`config.mk`:
```
export PLATFORM = sky130hd
export DESIGN_NAME = reset_sequencer
export DESIGN_NICKNAME = d
export VERILOG_FILES = /design/src/rtl/reset_sequencer.sv
export SDC_FILE = /design/constraint.sdc
export NUM_CORES = 1
export LEC_CHECK = 0
export CAP_MARGIN = 15
export CORE_ASPECT_RATIO = 1.25
export CORE_MARGIN = 1
export CORE_UTILIZATION = 35
export CTS_CLUSTER_DIAMETER = 200
export CTS_CLUSTER_SIZE = 24
export DETAILED_ROUTE_END_ITERATION = 6
export SLEW_MARGIN = 40
export SYNTH_ARGS = -nofsm -noshare
export SYNTH_HDL_FRONTEND = slang
export SYNTH_SLANG_ARGS = --single-unit
```
`constraint.sdc`:
```
create_clock -name clk -period 1.8 [get_ports clk]
set_clock_uncertainty 0.15 [all_clocks]
set_input_delay 0.45 -clock clk [delete_from_list [all_inputs] [get_ports clk]]
set_output_delay 0.45 -clock clk [all_outputs]
set_load 0.01 [all_outputs]
```
`src/rtl/reset_sequencer.sv`:
```
// rtl/reset_sequencer.sv - staged system reset controller: request sync/debounce, stretch, ordered release, cause and count.
// Optional watchdog built in when RESET_SEQ_WATCHDOG_EN is defined.
module reset_sequencer #(
   parameter int              NSRC       = 3,
   parameter int              NOUT       = 2,
   parameter int              POR_CYCLES = 8,
   parameter int              STRETCH    = 16,
   parameter int              STAGE_GAP  = 4,
   parameter logic [NSRC-1:0] DEB_MASK   = 3'b100,
   parameter int              DEB_CYCLES = 1024,
   parameter int              WDT_CYCLES = 65536
) (
   input  logic            clk,
   input  logic            reset,
   input  logic [NSRC-1:0] req_n,
   input  logic            wdt_kick,
   output logic [NOUT-1:0] rst_n,
   output logic            busy,
   output logic [NSRC+1:0] cause,
   output logic [7:0]      reset_count
);

   localparam int CNT_MAX0 = (POR_CYCLES > STRETCH) ? POR_CYCLES : STRETCH;
   localparam int CNT_MAX  = (CNT_MAX0 > STAGE_GAP) ? CNT_MAX0 : STAGE_GAP;
   localparam int CNT_W    = $clog2(CNT_MAX + 1);
   localparam int DEB_W    = $clog2(DEB_CYCLES + 1);

   if (STAGE_GAP == 0) begin : g_bad_gap
      $error("reset_sequencer: STAGE_GAP must be nonzero");
   end

   typedef enum logic [1:0] {S_POR, S_ASSERT, S_RELEASE, S_RUN} state_t;

   state_t            state_q, state_d;
   logic [CNT_W-1:0]  cnt_q, cnt_d;
   logic [NOUT-1:0]   rst_q, rst_d;
   logic [NSRC+1:0]   cause_q, cause_d;
   logic [7:0]        count_q, count_d;
   logic [NSRC-1:0]   sync1_q, sync2_q, filt;
   logic [NSRC-1:0]   req_act;
   logic              act;
   logic              wdt_fire;

   always_ff @(posedge clk or negedge reset) begin
      if (!reset) begin
         sync1_q <= '1;
         sync2_q <= '1;
      end else begin
         sync1_q <= req_n;
         sync2_q <= sync1_q;
      end
   end

   // Mechanical inputs only change the filtered level after DEB_CYCLES stable cycles.
   for (genvar i = 0; i < NSRC; i++) begin : g_src
      if (DEB_MASK[i]) begin : g_deb
         logic [DEB_W-1:0] deb_q;
         logic             filt_q;
         always_ff @(posedge clk or negedge reset) begin
            if (!reset) begin
               deb_q  <= '0;
               filt_q <= 1'b1;
            end else if (sync2_q[i] == filt_q) begin
               deb_q  <= '0;
            end else if (deb_q == DEB_W'(DEB_CYCLES - 1)) begin
               deb_q  <= '0;
               filt_q <= sync2_q[i];
            end else begin
               deb_q  <= deb_q + 1'b1;
            end
         end
         assign filt[i] = filt_q;
      end else begin : g_raw
         assign filt[i] = sync2_q[i];
      end
   end

   assign req_act = ~filt;
   assign act     = |req_act;

`ifdef RESET_SEQ_WATCHDOG_EN
   localparam int WDT_W = $clog2(WDT_CYCLES + 1);
   logic [WDT_W-1:0] wdt_q;
   assign wdt_fire = (state_q == S_RUN) && (wdt_q == WDT_W'(WDT_CYCLES - 1));
   always_ff @(posedge clk or negedge reset) begin
      if (!reset)
         wdt_q <= '0;
      else if (state_q != S_RUN || wdt_kick || wdt_fire)
         wdt_q <= '0;
      else
         wdt_q <= wdt_q + 1'b1;
   end
`else
   logic unused_wdt;
   assign unused_wdt = wdt_kick ^ WDT_CYCLES[0];
   assign wdt_fire   = 1'b0;
`endif

   always_comb begin
      state_d = state_q;
      cnt_d   = cnt_q;
      rst_d   = rst_q;
      cause_d = cause_q;
      count_d = count_q;
      case (state_q)
         S_POR: begin
            cause_d[NSRC-1:0] = cause_q[NSRC-1:0] | req_act;
            if (cnt_q == CNT_W'(POR_CYCLES - 1)) begin
               state_d = S_ASSERT;
               cnt_d   = CNT_W'(STRETCH);
            end else begin
               cnt_d = cnt_q + 1'b1;
            end
         end
         S_ASSERT: begin
            cause_d[NSRC-1:0] = cause_q[NSRC-1:0] | req_act;
            if (act) begin
               cnt_d = CNT_W'(STRETCH);
            end else if (cnt_q <= CNT_W'(1)) begin
               // Entering RELEASE on the cycle the count hits zero frees rst_n[0] immediately.
               state_d = S_RELEASE;
               cnt_d   = '0;
               rst_d   = NOUT'(1);
            end else begin
               cnt_d = cnt_q - 1'b1;
            end
         end
         default: begin
            if (act || wdt_fire) begin
               state_d = S_ASSERT;
               cnt_d   = CNT_W'(STRETCH);
               rst_d   = '0;
               cause_d = act ? {2'b00, req_act} : {2'b10, {NSRC{1'b0}}};
               count_d = (count_q == 8'hFF) ? count_q : count_q + 8'd1;
            end else if (state_q == S_RELEASE) begin
               if (&rst_q) begin
                  state_d = S_RUN;
               end else if (cnt_q == CNT_W'(STAGE_GAP - 1)) begin
                  // Released outputs form a thermometer code; shift in the next one.
                  cnt_d = '0;
                  rst_d = NOUT'({rst_q, 1'b1});
                  if (&rst_d) state_d = S_RUN;
               end else begin
                  cnt_d = cnt_q + 1'b1;
               end
            end
         end
      endcase
   end

   always_ff @(posedge clk or negedge reset) begin
      if (!reset) begin
         state_q <= S_POR;
         cnt_q   <= '0;
         rst_q   <= '0;
         cause_q <= {2'b01, {NSRC{1'b0}}};
         count_q <= '0;
      end else begin
         state_q <= state_d;
         cnt_q   <= cnt_d;
         rst_q   <= rst_d;
         cause_q <= cause_d;
         count_q <= count_d;
      end
   end

   assign rst_n       = rst_q;
   assign busy        = (state_q != S_RUN);
   assign cause       = cause_q;
   assign reset_count = count_q;

endmodule

```
==> results of run 1 <==
-- cells by family after synthesis --
family / synth area share, %
compound gates: 14.34
xor+xnor: 7.323
fa+ha+maj: 3.077
buf+inv: 4.492
flops: 48.49
mux: 1.108
other cells: 0.1844
simple gates: 20.98
-- worst max-delay path: stages (launching register included) --
cell	delay (ns)
dfrtp_1	0.39
buf_4	0.15
ha_1	0.21
nand3_1	0.10
o211ai_2	0.15
nor4_1	0.32
xor2_1	0.17
-- per-layer routing --
metal  GRT usage [%]  vias to the layer above  wire length (µm)
met3           3.241                        5                80
met2           23.86                       16              1962
met1           17.95                      731              1901
met5               0                        -                 0
li1                -                      770                 -
met4           5.636                        0                57
-- metrics by stage --
step                      power, mW  instance area [µm²]  util, %
after global routing          1.889                 2595    47.03
after global placement       0.9723                 2359    42.74
final                         1.806                 2595    47.03
after detailed placement     0.9728                 2359    42.74
after CTS                     1.834                 2554    46.28
after floorplan              0.9374                 2033        -
-- repair_timing --
item | CTS | global route
pin swaps | 0 | 0
resized for setup | 8 | 15
hold endpoints to repair | 12 | 0
hold buffers | 1 | 0
endpoints found under the setup margin | 12 | 12
buffers inserted | 8 | 0
-- synthesized netlist by cell type, types with 2 or more instances --
master / instances / area [µm²]
o221ai_1: 2 / 17.52
ha_1: 5 / 62.56
nand3_1: 6 / 30.03
nand2b_1: 2 / 12.51
a211oi_2: 2 / 25.02
o21ai_0: 4 / 20.02
o211ai_1: 2 / 15.01
nand2_1: 20 / 75.07
nor3_1: 10 / 50.05
xnor2_1: 5 / 43.79
and2_1: 5 / 31.28
nor2_1: 17 / 63.81
buf_6: 4 / 45.04
mux2_2: 2 / 22.52
o21a_1: 2 / 15.01
nand4_1: 4 / 25.02
o22ai_1: 5 / 31.28
a21oi_1: 3 / 15.01
inv_1: 9 / 33.78
a22oi_1: 2 / 15.01
dfstp_2: 8 / 210.2
o21ai_1: 2 / 10.01
a31oi_1: 3 / 18.77
xor2_1: 12 / 105.1
nor4_1: 2 / 12.51
dfrtp_1: 31 / 775.7
-- worst min path at each step --
stage / start / end / slack, ns / cells after the start
2_1_floorplan: reset / cause[0] / 0.004 / 0
3_3_place_gp: sync1_q[2] / sync2_q[2] / 0.20 / 0
3_5_place_dp: sync1_q[1] / sync2_q[1] / 0.20 / 0
4_1_cts: sync1_q[1] / sync2_q[1] / 0.21 / 0
5_1_grt: sync1_q[1] / sync2_q[1] / 0.21 / 0
6_report: sync1_q[1] / sync2_q[1] / 0.21 / 0
-- sequential cells by signal (all words and copies together), names as in the netlist --
register and flops:
g_src.g_deb.filt_q 1, state_q 2, rst_n 2, cause 4, cnt_q 5, sync1_q 3, g_src.g_deb.deb_q 11, reset_count 8
sync2_q 3
-- where the power goes --
group	leakage [nW]	switching [mW]	internal (mW)
combinational	0.663	0.0310	0.0208
clock	0.0654	0.296	0.554
sequential	0.487	0.0100	0.894
total	1.22	0.337	1.47
-- area by class of cell --
class	instances	share of cell area (%)
Clock buffer	6	2.797
Multi-Input combinational cell	139	37.66
Inverter	9	1.302
Clock inverter	2	2.314
Timing Repair Buffer	42	14.80
Tap cell	64	3.086
Sequential cell	39	38.04
==> out/metrics.csv, run 1 <==
stage;metric;value;unit
clock_tree;H-tree Lvls;2;
final_layout;area taken by multi-input logic gates;977.2;µm²
grt;Remaining Overflow, GRT;0;
yosys;Post-Syn Instances;193;
routing;post-route ant nets;0;
routing;Detailed Route WL;4.002;mm
sta;setup ws final;0.07771;ns
floorplanning;Rows;30;
critical_path;worst endpoint required time;1.86;ns
sta;Setup TNS;0;ns
power;Peak VDD IR;0.3428;mV
routing;drt first pass iters;4;
final_layout;register area;987.2;µm²
critical_path;R2R cell count;6;
clock_tree;CTS root buf;clkbuf_8;
final_layout;fillers;519;
clock_tree;TritonCTS clock tree;yes;
final_layout;most common cell after layout, fill and taps aside;dfrtp_1;
yosys;Post-synth ARST share;100.0;%
clock_tree;clock sinks;39;
sta;Final Cycle Share;95.68;%
final_layout;most frequent cells in the layout;30 x dfrtp_1, 21 x buf_4, 20 x nand2_1;
sta;Max Transition Viols Final;0;
critical_path;r2r setup slk;0.08;ns
floorplanning;die area;6120;µm²
placement;gpl congestion;0.7917;
clock_tree;Max Buffers Root-to-Sink;2;
placement;pre-CTS setup slack;0.1177;ns
critical_path;R2R Path End;reset_count[7];
placement;Placed Cells;284;
critical_path;R2R Path Start;reset_count[0];
grt;first-pass GRT wire length;6.858;mm
run_status;outcome;finished clean;
floorplanning;core area;5518;µm²
final_layout;Layout Cells excl Fill;301;
grt;antenna violations before repair;0;
routing;Routed wire per std cell;13.30;µm
hold_path;hold crit path type;flip-flop to flip-flop;
yosys;EDFF count, synth;0;
critical_path;critical path type;flip-flop to flip-flop;
sta;setup violators final;0;
grt;total track usage;14.28;%
final_layout;Area Growth Syn to Fin;27.63;%
critical_path;CP Launch Type;flip-flop;
sta;fmax;0.5806;GHz
critical_path;Worst Setup EP;reset_count[7];
placement;dpl hpwl;2.823;mm
routing;Initial DRC Count;83;
floorplanning;Die X;70.17;µm
yosys;Mapped Area;2033;µm²
sta;Hold WS;0.2075;ns
yosys;Yosys cell types;50;
placement;# port buffers;19;
clock_tree;clock latency on the worst-skew pair;0.29;ns
critical_path;Worst Path Arrival;1.79;ns
power;P per Cell Area;695.8;nW/µm²
sta;Final Hold Fails;0;
yosys;Avg Cell Area, Syn;10.53;µm²
routing;vias per inst;5.056;
floorplanning;Die Y;87.22;µm
run;Max-cap violations;0;
final_layout;layout cells sized above 1;24.89;%
clock_tree;Worst-path clk slew;0.08;ns
yosys;syn_nets;204;
critical_path;CP endpoint kind;flip-flop;
yosys;Most used DFF post-synth;dfrtp_1;
yosys;#FFs+latches synth;39;
floorplanning;initial core utilization;36.85;%
sta;Period minus WS final;1.722;ns
yosys;Synth Warn #;0;
final_layout;Antenna diodes;0;
floorplanning;IO Pins;22;
final_layout;# nets final;247;
critical_path;crit-path max FO;5;
grt;vias in the first global route;1517;
routing;DR vias;1522;
clock_tree;CTS buffer count;5;
critical_path;Setup crit start;reset_count[0];
routing;DRC;0;
power;Lkg Pwr;1.215;nW
grt;largest net degree at the start of global routing;27;
yosys;Seq/Total Area, Yosys;48.49;%
Note: power is estimated with default switching activity, not from simulation.
==> run 2, diff against run 1 <==
--- a/config.mk
+++ b/config.mk
@@ -5,13 +5,13 @@
 export SDC_FILE = /design/constraint.sdc
 export NUM_CORES = 1
 export LEC_CHECK = 0
-export CAP_MARGIN = 15
 export CORE_ASPECT_RATIO = 1.25
 export CORE_MARGIN = 1
 export CORE_UTILIZATION = 35
 export CTS_CLUSTER_DIAMETER = 200
 export CTS_CLUSTER_SIZE = 24
 export DETAILED_ROUTE_END_ITERATION = 6
+export REMOVE_ABC_BUFFERS = 1
 export SLEW_MARGIN = 40
 export SYNTH_ARGS = -nofsm -noshare
 export SYNTH_HDL_FRONTEND = slang
==> out/metrics.csv, run 2 (synthesis results as in run 1) <==
stage;metric;value;unit
run_status;outcome;finished clean;
grt;largest net degree at the start of global routing;40;
final_layout;most frequent cells in the layout;30 x dfrtp_1, 20 x nand2_1, 17 x nor2_1;
floorplanning;Die X;70.17;µm
critical_path;R2R Path End;cnt_q[2];
placement;Placed Cells;280;
placement;gpl congestion;0.8346;
clock_tree;CTS root buf;clkbuf_8;
final_layout;Area Growth Syn to Fin;23.75;%
routing;Routed wire per std cell;13.21;µm
power;Logic pwr share;3.0;%
critical_path;R2R Path Start;cnt_q[0];
critical_path;slowest cell on the critical path;dfrtp_1;
sta;fmax;0.5761;GHz
final_layout;layout cells sized above 1;21.74;%
final_layout;Antenna diodes;0;
grt;antenna violations before repair;0;
hold_path;hold crit path type;flip-flop to flip-flop;
routing;Detailed Route WL;3.884;mm
power;P per Cell Area;679.8;nW/µm²
floorplanning;core area;5518;µm²
final_layout;# nets final;240;
hold_path;worst hold endpoint;sync2_q[1];
power;Power Total;1.711;mW
routing;DR vias;1530;
grt;Remaining Overflow, GRT;0;
routing;post-route ant nets;0;
grt;vias in the first global route;1542;
grt;first-pass GRT wire length;6.989;mm
floorplanning;initial core utilization;36.85;%
final_layout;most common cell after layout, fill and taps aside;dfrtp_1;
final_layout;register area;987.2;µm²
clock_tree;clock sinks;39;
sta;Period minus WS final;1.736;ns
clock_tree;TritonCTS clock tree;yes;
sta;RSZ-0062 raised after global routing;yes;
final_layout;fillers;507;
floorplanning;IO Pins;22;
critical_path;Worst path max stage delay;0.39;ns
clock_tree;Max Buffers Root-to-Sink;2;
routing;drt first pass iters;4;
critical_path;CP Launch Type;flip-flop;
power;Int Power;1.363;mW
final_layout;Layout Cells excl Fill;294;
sta;Final Hold Fails;0;
floorplanning;Rows;30;
critical_path;critical path type;flip-flop to flip-flop;
placement;dpl hpwl;2.721;mm
floorplanning;Die Y;87.22;µm
critical_path;worst endpoint required time;1.81;ns
power;clock share of power;44.1;%
clock_tree;CTS buffer count;5;
run;Max-cap violations;0;
hold_path;Hold Path Stages;0;
sta;Final Cycle Share;96.43;%
critical_path;r2r setup slk;0.06;ns
floorplanning;die area;6120;µm²
final_layout;area taken by multi-input logic gates;977.2;µm²
critical_path;crit-path max FO;5;
power;switching share of power;20.30;%
grt;total track usage;14.55;%
sta;setup violators final;0;
routing;Initial DRC Count;46;
sta;Max Transition Viols Final;0;
routing;DRC;0;
final_layout;Final Util;45.60;%
power;Net Sw Power;0.3473;mW
critical_path;CP endpoint kind;flip-flop;
power;Lkg Pwr;1.132;nW
final_layout;Biggest register;g_src.g_deb.deb_q;
critical_path;Cell Chain, Critical Path;ha_1 > nor4b_4 > o21ai_2 > a211oi_2 > o221ai_1;
sta;Hold WS;0.2101;ns
routing;vias per inst;5.204;
power;Peak VDD IR;0.5110;mV
clock_tree;clock latency on the worst-skew pair;0.29;ns
placement;# port buffers;19;
critical_path;R2R cell count;5;
critical_path;Worst Path Arrival;1.75;ns
power;Seq pwr share;52.9;%
final_layout;number of flip-flops under the largest register name;11;
clock_tree;H-tree Lvls;2;
sta;Setup TNS;0;ns
clock_tree;Worst-path clk slew;0.07;ns
hold_path;min-delay src;sync1_q[1];
-- run 2: changes by cell type in the layout (fill, tap and decap cells not counted), sizes merged --
cell          delta
buf              -7
dlygate4sd2      +3
dlymetal6s2s     -3
bufinv           -1
clkinv           +1
-- run 2: worst max-delay path, delay by kind of cell, from the launching register on --
family | cells | cell delay [ns]
AOI/OAI and AO/OA | 3 | 0.47
DFF | 1 | 0.39
and+or+nand+nor | 1 | 0.37
adders and majority gates | 1 | 0.22
-- run 2: worst max-delay path by stage --
stage                     startpoint        to  cells after the start
after floorplan             cnt_q[0]  cnt_q[2]                      5
after global placement      cnt_q[0]  cnt_q[2]                      5
after detailed placement    cnt_q[0]  cnt_q[2]                      5
after CTS                   rst_n[1]  rst_n[1]                      1
after global routing        cnt_q[1]  cnt_q[4]                      6
final                       cnt_q[0]  cnt_q[2]                      5
-- run 2: power groups by stage --
stage	sequential (mW)	combinational, mW	clock [mW]
2_1_floorplan	0.918	0.0175	0
3_3_place_gp	0.920	0.0520	0
3_5_place_dp	0.920	0.0521	0
4_1_cts	0.903	0.0541	0.782
5_1_grt	0.906	0.0602	0.825
6_report	0.904	0.0514	0.755
-- run 2: per-layer routing --
metal  wire (µm)  global-route usage, %
met5           0                      0
met4          89                  5.818
met3         117                  4.167
met2        1839                  24.21
met1        1838                  17.78
-- run 2: cell type report --
type | count | area share (%)
clock buffers | 6 | 3.282
multi-input cells | 139 | 38.84
repair buffers | 35 | 12.73
well taps | 64 | 3.183
flip-flops and latches | 39 | 39.23
inverters | 9 | 1.343
clock inverters | 2 | 1.392
-- run 2: per-stage QoR --
stage	instance area (µm²)	setup WS (ns)
floorplan	1976	0.1195
global route	2516	-0.02786
global placement	2328	0.07811
CTS	2482	0.001657
detailed placement	2328	0.07749
finish	2516	0.06423
-- run 2: repair_timing --
action	4_1_cts	5_1_grt
hold buffers	1	0
endpoints found under the setup margin	12	11
pin swaps	0	1
endpoints found under the hold margin	31	0
resized for setup	11	10
setup buffers	5	0
==> run 3, diff against run 2 <==
--- a/config.mk
+++ b/config.mk
@@ -11,6 +11,7 @@
 export CTS_CLUSTER_DIAMETER = 200
 export CTS_CLUSTER_SIZE = 24
 export DETAILED_ROUTE_END_ITERATION = 6
+export GPL_TIMING_DRIVEN = 0
 export REMOVE_ABC_BUFFERS = 1
 export SLEW_MARGIN = 40
 export SYNTH_ARGS = -nofsm -noshare
==> out/metrics.csv, run 3 (synthesis results as in run 1) <==
stage;metric;value;unit
run_status;outcome;finished clean;
hold_path;Hold Path Stages;0;
critical_path;Worst Path Arrival;1.78;ns
critical_path;Worst path max stage delay;0.46;ns
final_layout;Area Growth Syn to Fin;25.11;%
critical_path;slowest cell on the critical path;dfrtp_2;
grt;first-pass GRT wire length;7.210;mm
grt;antenna violations before repair;0;
floorplanning;Die X;70.17;µm
sta;Max Transition Viols Final;0;
routing;Detailed Route WL;4.019;mm
floorplanning;Die Y;87.22;µm
routing;DR vias;1548;
run;Max-cap violations;0;
critical_path;R2R cell count;6;
clock_tree;CTS root buf;clkbuf_8;
sta;fmax;0.5778;GHz
sta;Hold WS;0.2106;ns
routing;Initial DRC Count;78;
critical_path;r2r setup slk;0.07;ns
critical_path;Cell Chain, Critical Path;inv_2 > ha_2 > o21bai_2 > a211oi_2 > a22oi_1 > nor3_1;
critical_path;R2R Path Start;cnt_q[1];
sta;RSZ-0062 raised after global routing;yes;
critical_path;CP Launch Type;flip-flop;
hold_path;worst hold endpoint;sync2_q[1];
clock_tree;clock sinks;39;
placement;dpl hpwl;2.565;mm
floorplanning;Rows;30;
final_layout;most frequent cells in the layout;26 x dfrtp_1, 20 x nand2_1, 17 x buf_4;
power;Peak VDD IR;0.3991;mV
clock_tree;clock latency on the worst-skew pair;0.30;ns
placement;placed cell area;2243;µm²
sta;Period minus WS final;1.731;ns
final_layout;Final Util;46.10;%
floorplanning;core area;5518;µm²
final_layout;number of flip-flops under the largest register name;11;
routing;DRC;0;
grt;largest net degree at the start of global routing;40;
critical_path;crit-path leading delay family;compound AO/OA/AOI/OAI gates;
critical_path;crit-path max FO;6;
sta;setup violators final;0;
clock_tree;Max Buffers Root-to-Sink;2;
sta;Final Cycle Share;96.15;%
final_layout;Layout Cells excl Fill;295;
floorplanning;IO Pins;22;
sta;Final Hold Fails;0;
power;P per Cell Area;672.0;nW/µm²
critical_path;CP endpoint kind;flip-flop;
critical_path;worst endpoint required time;1.85;ns
hold_path;hold crit path type;flip-flop to flip-flop;
clock_tree;Worst-path clk slew;0.09;ns
floorplanning;die area;6120;µm²
placement;gpl congestion;0.8726;
critical_path;critical path type;flip-flop to flip-flop;
placement;Placed Cells;270;
hold_path;min-delay src;sync1_q[1];
critical_path;Crit path buffers/inverters;1;
clock_tree;TritonCTS clock tree;yes;
final_layout;Antenna diodes;0;
grt;vias in the first global route;1548;
clock_tree;H-tree Lvls;2;
power;Lkg Pwr;1.107;nW
floorplanning;initial core utilization;36.85;%
routing;post-route ant nets;0;
routing;vias per inst;5.247;
final_layout;# nets final;241;
final_layout;fin area;2544;µm²
clock_tree;CTS buffer count;5;
routing;drt first pass iters;4;
grt;Remaining Overflow, GRT;0;
critical_path;R2R Path End;cnt_q[3];
sta;Setup TNS;0;ns
placement;# port buffers;19;
routing;Routed wire per std cell;13.62;µm
grt;total track usage;15.01;%
final_layout;layout cells sized above 1;26.84;%
final_layout;Biggest register;g_src.g_deb.deb_q;
final_layout;most common cell after layout, fill and taps aside;dfrtp_1;
## run 3: changes by cell type in the layout (fill, tap and decap cells not counted), sizes merged
cell          previous run  this run
buf                     16        17
clkbuf                   6         5
dlygate4sd2             10        11
dlymetal6s2s             5         4
inv                      9        10
## run 3: final cells by class
cell class | count | area, µm²
timing repair buffer | 36 | 314.1
sequential | 39 | 992.2
fill | 520 | 2974
inverter | 9 | 33.78
multi-input combinational | 139 | 1007
clock inverter | 3 | 47.55
clock buffer | 5 | 68.82
tap | 64 | 80.08
## run 3: worst max path at each step
stage | depth (start not counted) | from | to | slack (ns)
floorplan | 5 | cnt_q[0] | cnt_q[2] | 0.12
global placement | 1 | reset | rst_n[1] | -0.88
detailed placement | 5 | cnt_q[0] | cnt_q[2] | -0.13
CTS | 6 | cnt_q[1] | cnt_q[3] | 0.006
global route | 6 | cnt_q[1] | cnt_q[3] | -0.04
finish | 6 | cnt_q[1] | cnt_q[3] | 0.07
## run 3: report_power, final
group	internal, mW	switching (mW)	total [mW]
sequential	0.894	0.0113	0.905
clock	0.420	0.337	0.758
combinational	0.0171	0.0297	0.0468
## run 3: layer usage
layer | GRT usage, % | up-vias | wire, µm
li1 | - | 755 | -
met1 | 19.30 | 763 | 1906
met2 | 24.48 | 28 | 1935
met3 | 3.704 | 2 | 136
met4 | 5.636 | 0 | 41
met5 | 0 | - | 0
## run 3: stage by stage
step                      setup slack, ns  power, mW
final                             0.06934      1.709
after global routing             -0.04097      1.775
after CTS                        0.005703      1.738
after detailed placement          -0.1251     0.9674
after global placement            -0.8796     0.9681
after floorplan                    0.1195     0.9358
## run 3: what timing repair did
| action | CTS | global route |
|---|---|---|
| hold buffers | 1 | 0 |
| setup endpoints to repair | 16 | 12 |
| gates resized for setup | 17 | 15 |
| hold endpoints to repair | 31 | 0 |
| buffers inserted | 14 | 2 |
| pin swaps | 0 | 3 |
